## src/rtl/uart_receiver_if.sv

```systemverilog
// Byte-side and serial-side signals of the 8N1 UART receiver.
// master = receiver, slave = line driver / byte consumer.
interface uart_receiver_if;
    logic       rx;
    logic       ready;
    logic [7:0] data;
    logic       valid;
    logic       frame_err;
    logic       overrun;

    modport master (
        input  rx,
        input  ready,
        output data,
        output valid,
        output frame_err,
        output overrun
    );

    modport slave (
        output rx,
        output ready,
        input  data,
        input  valid,
        input  frame_err,
        input  overrun
    );
endinterface

```

## src/rtl/uart_receiver.sv

```systemverilog
// 8N1 UART receiver: rx -> byte on a valid/ready holding register, with frame_err/overrun pulses.
// Latency: valid 12 cycles after the start bit at one clock per bit; backpressure: a byte arriving while valid && !ready is dropped.
module uart_receiver #(
    parameter int CLKS_PER_BIT = 1
) (
    input  logic            clk,
    input  logic            rst,
    uart_receiver_if.master bus
);

    localparam int H  = (CLKS_PER_BIT - 1) / 2;
    localparam int CW = (CLKS_PER_BIT > 1) ? $clog2(CLKS_PER_BIT) : 1;
    localparam logic [CW-1:0] CNT_BIT  = CW'(CLKS_PER_BIT - 1);
    // START is entered one cycle after t0, so H-1 puts the start sample at t0+H
    localparam logic [CW-1:0] CNT_HALF = CW'((H > 0) ? (H - 1) : 0);

    typedef enum logic [2:0] {
        IDLE,
        START,
        DATA,
        STOP,
        WAIT_HIGH
    } state_t;

    logic [1:0]    sync_q;
    logic          rx_s;
    state_t        state_q, state_d;
    logic [CW-1:0] cnt_q, cnt_d;
    logic [2:0]    idx_q, idx_d;
    logic [7:0]    shreg_q, shreg_d;
    logic          cnt_zero;

    logic          good_stop, bad_stop, load, drop, accept;
    logic [7:0]    data_q;
    logic          valid_q, frame_err_q, overrun_q;

    assign rx_s     = sync_q[1];
    assign cnt_zero = (cnt_q == '0);

    always_ff @(posedge clk) begin
        if (rst) begin
            sync_q  <= 2'b11;
            state_q <= IDLE;
            cnt_q   <= '0;
            idx_q   <= '0;
            shreg_q <= '0;
        end else begin
            sync_q  <= {sync_q[0], bus.rx};
            state_q <= state_d;
            cnt_q   <= cnt_d;
            idx_q   <= idx_d;
            shreg_q <= shreg_d;
        end
    end

    always_comb begin
        state_d = state_q;
        cnt_d   = cnt_q;
        idx_d   = idx_q;
        shreg_d = shreg_q;
        unique case (state_q)
            IDLE: begin
                if (!rx_s) begin
                    if (H == 0) begin
                        state_d = DATA;
                        cnt_d   = CNT_BIT;
                        idx_d   = '0;
                    end else begin
                        state_d = START;
                        cnt_d   = CNT_HALF;
                    end
                end
            end
            START: begin
                if (!cnt_zero) begin
                    cnt_d = cnt_q - 1'b1;
                end else if (!rx_s) begin
                    state_d = DATA;
                    cnt_d   = CNT_BIT;
                    idx_d   = '0;
                end else begin
                    state_d = IDLE;
                end
            end
            DATA: begin
                if (!cnt_zero) begin
                    cnt_d = cnt_q - 1'b1;
                end else begin
                    shreg_d = {rx_s, shreg_q[7:1]};
                    cnt_d   = CNT_BIT;
                    if (idx_q == 3'd7) state_d = STOP;
                    else               idx_d   = idx_q + 3'd1;
                end
            end
            STOP: begin
                if (!cnt_zero)  cnt_d   = cnt_q - 1'b1;
                else if (rx_s)  state_d = IDLE;
                else            state_d = WAIT_HIGH;
            end
            WAIT_HIGH: begin
                if (rx_s) state_d = IDLE;
            end
            default: state_d = IDLE;
        endcase
    end

    always_comb begin
        good_stop = 1'b0;
        bad_stop  = 1'b0;
        if (state_q == STOP && cnt_zero) begin
            good_stop = rx_s;
            bad_stop  = !rx_s;
        end
        accept = valid_q && bus.ready;
        load   = good_stop && (!valid_q || bus.ready);
        drop   = good_stop && valid_q && !bus.ready;
    end

    always_ff @(posedge clk) begin
        if (rst) begin
            data_q      <= 8'h00;
            valid_q     <= 1'b0;
            frame_err_q <= 1'b0;
            overrun_q   <= 1'b0;
        end else begin
            frame_err_q <= bad_stop;
            overrun_q   <= drop;
            if (load) begin
                data_q  <= shreg_q;
                valid_q <= 1'b1;
            end else if (accept) begin
                valid_q <= 1'b0;
            end
        end
    end

    assign bus.data      = data_q;
    assign bus.valid     = valid_q;
    assign bus.frame_err = frame_err_q;
    assign bus.overrun   = overrun_q;

endmodule

```

## src/flat_wrapper.sv

```systemverilog
// flat-port wrapper written by rule: the top's interface ports become plain ports
module uart_receiver_flat 
#(
    parameter int CLKS_PER_BIT = 1
)
  (clk, rst, bus_rx, bus_ready, bus_data, bus_valid, bus_frame_err, bus_overrun);
  uart_receiver_if bus_i ();
  input  logic clk;
  input  logic rst;
  input wire logic [$bits(bus_i.rx)-1:0] bus_rx;
  input wire logic [$bits(bus_i.ready)-1:0] bus_ready;
  output wire logic [$bits(bus_i.data)-1:0] bus_data;
  output wire logic [$bits(bus_i.valid)-1:0] bus_valid;
  output wire logic [$bits(bus_i.frame_err)-1:0] bus_frame_err;
  output wire logic [$bits(bus_i.overrun)-1:0] bus_overrun;
  assign bus_i.rx = bus_rx;
  assign bus_i.ready = bus_ready;
  assign bus_data = bus_i.data;
  assign bus_valid = bus_i.valid;
  assign bus_frame_err = bus_i.frame_err;
  assign bus_overrun = bus_i.overrun;
  uart_receiver #(.CLKS_PER_BIT(CLKS_PER_BIT)) u_core (.clk(clk), .rst(rst), .bus(bus_i));
endmodule
```

## config.mk

```make
export PLATFORM = sky130hd
export DESIGN_NAME = uart_receiver_flat
export DESIGN_NICKNAME = d
export VERILOG_FILES = /design/src/rtl/uart_receiver_if.sv /design/src/rtl/uart_receiver.sv /design/src/flat_wrapper.sv
export SDC_FILE = /design/constraint.sdc
export NUM_CORES = 1
export LEC_CHECK = 0
export CAP_MARGIN = 20
export CORE_MARGIN = 3
export CORE_UTILIZATION = 45
export CTS_CLUSTER_DIAMETER = 60
export DETAILED_ROUTE_END_ITERATION = 10
export PLACE_DENSITY_LB_ADDON = 0.1
export SLEW_MARGIN = 20
export SYNTH_ARGS = -nofsm -noshare
export SYNTH_HDL_FRONTEND = slang
export SYNTH_SLANG_ARGS = --single-unit
```

## constraint.sdc

```tcl
create_clock -name clk -period 1.85 [get_ports clk]
set_clock_uncertainty 0.15 [all_clocks]
set_input_delay 0.4625 -clock clk [delete_from_list [all_inputs] [get_ports clk]]
set_output_delay 0.4625 -clock clk [all_outputs]
set_load 0.05 [all_outputs]
```

==> out/qor.txt <==
CTS tree - done
Synth area leaders - dfxtp_1 (48%), nand2b_1 (11%), mux2i_1 (8.9%)
Post-CTS Hold Fix Bufs - 0
GRT overflow - 0
TritonCTS Buffers - 3
hpwl dp - 1250 um
setup violators final - 0
Hold Crit Class - register to register
crit share post-route - 92.0%
Worst-Skew Late Latency - 0.32 ns
status - complete, no violations
Max Clk Rate - 587 MHz
drt wl/cell - 11.1 um
chip width - 55.9 um
worst hold slack - 0.275 ns
post-synthesis sequential area ratio - 48.2%
reg-to-reg startpoint - u_core.idx_q[0]
Die Ht - 55.9 um
Seq cells post-synth - 27
FILL cells - 215
Final Worst Setup Slack - 0.148 ns
Post-CTS Setup Repair Bufs - 0
clock power share - 27.5%
vias in the first global route - 695
mapped cell area - 1120 um2
Post-Syn Instances - 116
Area growth syn-to-layout - 18.5%
Finished Layout Cells - 157
CTS root buf - clkbuf_4
final wirelength - 1750 um
row count - 17
final hold vios - 0
Slew @ Worst Pin - 0.344 ns
combinational power share - 5.3%
Setup crit start - u_core.idx_q[0]
global-route wire length before repair - 3060 um
drc violations - 0
MaxCap Viol Count - 0
Yosys cell types - 25
leakage - 0.478 nW
# port buffers - 14
RSZ-0062 raised after global routing - no
Period minus WS final - 1.70 ns
clock sinks - 27
Slew HR - 76.4%
syn_area_per_cell - 9.68 um2
area of the multi-input gates - 522 um2
vias per cell - 4.91
Slew Limit Fails - 0
critical path fanouts, max - 3
share of layout cells above drive strength 1 - 17.8%
Core Region - 2300 um2
post-route ant nets - 0
DR iter-0 viols - 14
Max Buffers Root-to-Sink - 2
net load switching power - 0.000190 W
CTS resizes - 0
global-route usage over all layers - 12.1%
placed instance count - 153
Startpoint Class - register
switch share - 21.5%
dpl ws - 0.0491 ns
sequential power share - 67.1%
Initial Utilization - 48.9%
Arr. time, crit path - 1.77 ns
initial antenna violation count - 0
P_int - 0.000692 W
H-tree depth - 1
die footprint - 3130 um2
Post-Syn Nets - 122
antenna cells - 0
register area - 541 um2
fin util - 57.9%
Pwr Density - 663 nW/um2
VDD IR max - 0.328 mV
kind of end point of the critical path - register
GP Congestion - 0.678
setup TNS - 0 ns
top cell type by total area after synthesis - dfxtp_1
Top Ports - 15
post-layout net count - 136
clock slew at reported path FFs - 0.14 ns
Worst Setup Path Type - register to register
Hold Path Origin - u_core.sync_q[0]
pin count of the biggest net entering global routing - 25
WP data required - 1.92 ns
yosys warns - 0
Vias - 771
Synth top area share - 48.2%
Initial DRT Pass Iterations - 4
-- power by group through the flow --
stage               clock, W  sequential (W)  combinational, W
finish              0.000243        0.000592         0.0000470
global route        0.000285        0.000594         0.0000514
CTS                 0.000260        0.000592         0.0000472
detailed placement         0        0.000605         0.0000470
global placement           0        0.000605         0.0000468
floorplan                  0        0.000602         0.0000385
-- layout by cell type (no fill, tap or decap) --
| cell | n |
|---|---|
| ha_1 | 2 |
| dfxtp_1 | 27 |
| nor2b_1 | 3 |
| or3b_1 | 1 |
| o21bai_1 | 1 |
| nor3b_2 | 1 |
| nand2_1 | 17 |
| a21oi_1 | 9 |
| buf_4 | 10 |
| nor3_1 | 3 |
| a2111oi_0 | 1 |
| clkdlybuf4s50_1 | 3 |
| buf_12 | 5 |
| clkbuf_4 | 3 |
| o22a_1 | 1 |
| nor2_1 | 1 |
| or2_2 | 2 |
| nand3b_1 | 3 |
| nand2b_1 | 20 |
| mux2i_1 | 10 |
| nor3b_1 | 1 |
| mux2_1 | 1 |
| nor4_1 | 1 |
| clkinv_2 | 1 |
| nand4b_1 | 1 |
| nor3_2 | 1 |
-- cells in the mapped netlist --
master and count:
dfxtp_1 27, nor2b_1 3, ha_1 2, mux2_1 1, clkbuf_1 2, nor3b_1 1
nor3_1 3, nor3_2 1, o21bai_1 1, mux2i_1 10, buf_6 2, or2_2 2
nand2_1 17, o22a_1 1, or3b_1 1, a21oi_1 9, buf_2 3, a2111oi_0 1
nand4b_1 1, nor4_1 1, nand2b_1 20, nor2_1 1, nor3b_2 1, buf_4 2
nand3b_1 3
-- layer usage --
layer | vias to the layer above | part of all wire, % | GRT usage, %
li1 | 410 | - | -
met1 | 345 | 54 | 18.4
met2 | 14 | 40 | 15.9
met3 | 2 | 4.5 | 3.02
met4 | 0 | 0.97 | 5.08
met5 | - | 0 | 0
-- per-stage QoR --
step | power (W) | area (um2)
detailed placement | 0.000652 | 1300
finish | 0.000882 | 1330
floorplan | 0.000641 | 1120
global placement | 0.000652 | 1300
CTS | 0.000900 | 1330
global route | 0.000930 | 1330
-- final cells by class --
type                       count  area share [%]
clock buffer                   3            1.69
clock inverter                 1           0.376
multi-input combinational     80            39.2
sequential                    27            40.6
tap                           28            2.63
timing repair buffer          18            15.4
-- critical path, cell delays in order, from the launching register on --
cell and delay [ns]:
dfxtp_1 0.39, ha_1 0.17, ha_1 0.17, nor3b_1 0.05, o21bai_1 0.32, mux2_1 0.36
-- worst paths after layout --
kind | endpoint | slack, ns | cells past startpoint
worst max-delay path | u_core.idx_q[0] | 0.15 | 5
worst min-delay path | u_core.sync_q[1] | 0.28 | 1
worst max register to register | u_core.idx_q[0] | 0.15 | 5
worst min register to register | u_core.sync_q[1] | 0.28 | 1
-- state kept, by name, indices dropped and copies added, names as in the netlist --
register and cells:
u_core.state_q 3, u_core.bus.overrun 1, u_core.bus.frame_err 1, u_core.bus.data 8, u_core.sync_q 2, u_core.idx_q 3
u_core.shreg_q 8, u_core.bus.valid 1
-- cell families after synthesis --
group                    synth area share, %
AND/OR/NAND/NOR                         28.1
flip-flops                              48.2
AO/OA/AOI/OAI                           6.24
multiplexers                            9.92
buffers and inverters                   5.35
adder cells (fa/ha/maj)                 2.23
(Power assumes the default switching activity.)
==> patch 1, RTL diff (same settings) <==
Encoding of `state_t`: now one-hot (5 bits for 5 states).
--- a/src/rtl/uart_receiver.sv
+++ b/src/rtl/uart_receiver.sv
@@ -16,8 +16,8 @@
 
-    typedef enum logic [2:0] {
-        IDLE,
-        START,
-        DATA,
-        STOP,
-        WAIT_HIGH
+    typedef enum logic [4:0] {
+        IDLE      = 5'b00001,
+        START     = 5'b00010,
+        DATA      = 5'b00100,
+        STOP      = 5'b01000,
+        WAIT_HIGH = 5'b10000
     } state_t;
Function: no difference found for any inputs over 10 cycles, from zero or initial values and one cycle with rst high; not proved beyond that.
==> patch 1 against the original RTL <==
  * Total power rose by 0.61%
  * Routed wire length rose by 24%
  * Largest power group unchanged
  * Worst setup slack got worse by 0.013 ns
  * Cell area rose by 8.3%
  * Sequential cell count rose by 1
  * Synthesized area rose by 4.0%
  * Critical path type unchanged
  * Critical endpoint unchanged
  * Synthesized cell count rose by 10%
  * Highest routed layer unchanged
==> patch 1: results (changes against the original RTL) <==
Post-Place Cell Area 0.00142 mm2 (was 0.00130 mm2); critical path's largest stage delay 0.46 ns (was 0.39 ns); 1st-iter DRT viols 7 (was 14); outcome finished clean (unchanged); Static Leak 0.513 nW (was 0.478 nW); max layer used met4 (unchanged); filler cell count 224 (was 215); Unique masters post-synth 30 (was 25); port buffer count 14 (unchanged); Inst Count DP 170 (was 153); Post-synth top flop dfxtp_1 (unchanged); Slew HR 0.744 (was 0.764); Arr. time, crit path 1.84 ns (was 1.77 ns); gr usage total 0.154 (was 0.121); Max VDD drop 0.339 mV (was 0.328 mV); routing usage on met2 0.241 (was 0.159); vias in the first global route 922 (was 695); register area 561 um2 (was 541 um2); GRT met1 Usage 0.211 (was 0.184); M3 GR Usage 0.0317 (was 0.0302); largest net degree at the start of global routing 15 (was 25); CP max stage cell or4b_1 (was dfxtp_1); Layout Nets 153 (was 136); layout cell share with drive strength beyond 1 0.214 (was 0.178); Top delay family on crit path simple AND/OR/NAND/NOR gates (was flip-flops); DP Worst Slack 0.00708 ns (was 0.0491 ns); largest cells by area after synthesis dfxtp_1 (48%), nand2_1 (12%), mux2i_1 (8.6%) (was dfxtp_1 (48%), nand2b_1 (11%), mux2i_1 (8.9%)); routability cong. 0.831 (was 0.678); CTS Buffer Depth 2 (unchanged); WL met3 84 um (was 78 um); Synth top cells by count nand2_1 (37), dfxtp_1 (28), mux2i_1 (10) (was dfxtp_1 (27), nand2b_1 (20), nand2_1 (17)); DRT Wirelength 2180 um (was 1750 um); post-DR wirelength/cell 12.6 um (was 11.1 um); Synth Area per Inst 9.12 um2 (was 9.68 um2); first-pass GRT wire length 4000 um (was 3060 um); Seq/Total Area, Yosys 0.480 (was 0.482); Via Count 891 (was 771); Post-Route M1 WL 1090 um (was 947 um); minimum clock period 1.72 ns (was 1.70 ns); detailed placement HPWL 1620 um (was 1250 um); syn_nets 134 (was 122); metal2 WL 990 um (was 707 um)
[patch 1: cell count changes after synthesis, moves of 3 or more]
| cell | delta |
|---|---|
| nand3b_1 | -3 |
| nand2b_1 | -19 |
| nor3_1 | -3 |
| nand2_1 | +20 |
| nor2_1 | +4 |
| o21ai_0 | +3 |
[patch 1: worst min path at each step]
| stage | start | to | slack [ns] | cells after the start |
|---|---|---|---|---|
| after global routing | u_core.sync_q[0] | u_core.sync_q[1] | 0.30 | 1 |
| after global placement | u_core.sync_q[0] | u_core.sync_q[1] | 0.24 | 1 |
| after CTS | u_core.sync_q[0] | u_core.sync_q[1] | 0.28 | 1 |
| after detailed placement | u_core.sync_q[0] | u_core.sync_q[1] | 0.25 | 1 |
| final | u_core.sync_q[0] | u_core.sync_q[1] | 0.28 | 1 |
| after floorplan | u_core.sync_q[0] | u_core.sync_q[1] | 0.24 | 1 |
[patch 1: cell families after synthesis]
family	after synthesis	share of synthesized area
xor+xnor	1	0.00750
flops	28	0.480
mux	10	0.0857
compound gates	17	0.0911
fa+ha+maj	2	0.0214
buf+inv	10	0.0482
simple gates	60	0.266
[patch 1: power breakdown]
| group | switching [mW] | internal (mW) | total, mW | leakage, nW |
|---|---|---|---|---|
| sequential | 0.00379 | 0.607 | 0.610 | 0.226 |
| clock | 0.161 | 0.0761 | 0.237 | 0.0138 |
| combinational | 0.0208 | 0.0199 | 0.0406 | 0.273 |
| total | 0.185 | 0.702 | 0.888 | 0.513 |
[patch 1: layout make-up]
type | count | share of cell area
inverter | 1 | 0.00261
tap | 28 | 0.0243
multi-input combinational | 90 | 0.382
timing repair buffer | 23 | 0.186
sequential | 28 | 0.389
clock buffer | 3 | 0.0156
==> patch 2, RTL diff (same settings) <==
Without the edit above. Take the reset off `shreg_q` and load it in a clocked block of its own.
--- a/src/rtl/uart_receiver.sv
+++ b/src/rtl/uart_receiver.sv
@@ -45,3 +45,2 @@
             idx_q   <= '0;
-            shreg_q <= '0;
         end else begin
@@ -51,4 +50,7 @@
             idx_q   <= idx_d;
-            shreg_q <= shreg_d;
         end
+    end
+
+    always_ff @(posedge clk) begin
+        shreg_q <= shreg_d;
     end
Check against the original RTL: no difference found for any inputs over 10 cycles, from zero or initial values and one cycle with rst high; that may be too few to reach the edited logic, so the function may still have changed.
==> patch 2 against the original RTL <==
  * Global-route usage is 1.3 points higher
  * Critical path type unchanged
  * Largest cell class unchanged
  * Non-clock buffer count is 4 higher
  * Synthesized area is 9.8% lower
  * Total power is 2.5% higher
  * First-iteration DRC count is 93% lower
  * Sequential cell count stayed put
  * Hold slack better by 0.0067 ns
  * Worst setup slack worse by 0.0015 ns
  * Cell area is 4.2% lower
  * Routed wire length is 6.7% lower
==> patch 2: results (changes against the original RTL) <==
Layout Nets 115 (was 136); net switching power 0.178 mW (was 0.190 mW); DP Worst Slack -0.176 ns (was 0.0491 ns); DRT Wirelength 1630 um (was 1750 um); routability cong. 0.706 (was 0.678); critical path's largest stage delay 0.41 ns (was 0.39 ns); largest net degree at the start of global routing 17 (was 25); routing usage on met2 0.243 (was 0.159); detailed placement HPWL 1240 um (was 1250 um); vias in the first global route 657 (was 695); EDFF count, synth 8 (was 0); largest cells by area after synthesis dfxtp_1 (38%), edfxtp_1 (24%), mux2i_1 (7.9%) (was dfxtp_1 (48%), nand2b_1 (11%), mux2i_1 (8.9%)); minimum clock period 1.70 ns (about the same); GRT met1 Usage 0.159 (was 0.184); Slew HR 0.726 (was 0.764); worst skew pair latency 0.30 ns (was 0.32 ns); Unique masters post-synth 23 (was 25); outcome finished clean (unchanged); WL met3 60 um (was 78 um); Post-Route M1 WL 726 um (was 947 um); Static Leak 0.490 nW (was 0.478 nW); metal2 WL 832 um (was 707 um); CP max stage cell or3_1 (was dfxtp_1); filler cell count 176 (was 215); worst r2r path cells 4 (was 5); first-pass GRT wire length 2840 um (was 3060 um); Synth top cells by count dfxtp_1 (19), nand2_1 (17), edfxtp_1 (8), mux2i_1 (8) (was dfxtp_1 (27), nand2b_1 (20), nand2_1 (17)); Top delay family on crit path adder cells (was flip-flops)
==> patch 2: cell count changes after synthesis, sizes merged, moves of 3 or more <==
cell     unedited run  this run
a2111oi             1         4
a41o                0         3
buf                 7         2
nand2b             20         5
nand3b              3         0
edfxtp              0         8
a21oi               9         1
dfxtp              27        19
==> patch 2: power groups by stage <==
stage | registers [mW] | clock network [mW] | logic [mW]
floorplan | 0.637 | 0 | 0.0264
global placement | 0.639 | 0 | 0.0445
detailed placement | 0.639 | 0 | 0.0459
CTS | 0.626 | 0.251 | 0.0461
global route | 0.628 | 0.267 | 0.0503
finish | 0.626 | 0.233 | 0.0452
==> patch 2: metrics by stage <==
stage	cells	instance area, um2
after floorplan	87	1010
after global placement	131	1250
after detailed placement	131	1250
after CTS	135	1270
after global routing	135	1270
final	135	1270
==> patch 2: worst min path at each step <==
stage                                 from                to  depth (start not counted)  slack, ns
final                     u_core.sync_q[0]  u_core.sync_q[1]                          1       0.28
after global routing      u_core.sync_q[0]  u_core.sync_q[1]                          1       0.29
after CTS                 u_core.sync_q[0]  u_core.sync_q[1]                          1       0.29
after detailed placement  u_core.sync_q[0]  u_core.sync_q[1]                          1       0.25
after global placement    u_core.sync_q[0]  u_core.sync_q[1]                          1       0.25
after floorplan           u_core.sync_q[0]  u_core.sync_q[1]                          1       0.24
==> patch 2: cell type report <==
class                      count  share of cell area
inverter                       1             0.00295
timing repair buffer          22               0.175
sequential                    27               0.487
clock buffer                   4              0.0206
tap                           27              0.0265
multi-input combinational     54               0.288
==> patch 2: logic make-up after synthesis <==
family	share of synthesized area
simple gates	0.179
flops	0.613
compound gates	0.0791
mux	0.0791
buf+inv	0.0247
fa+ha+maj	0.0247
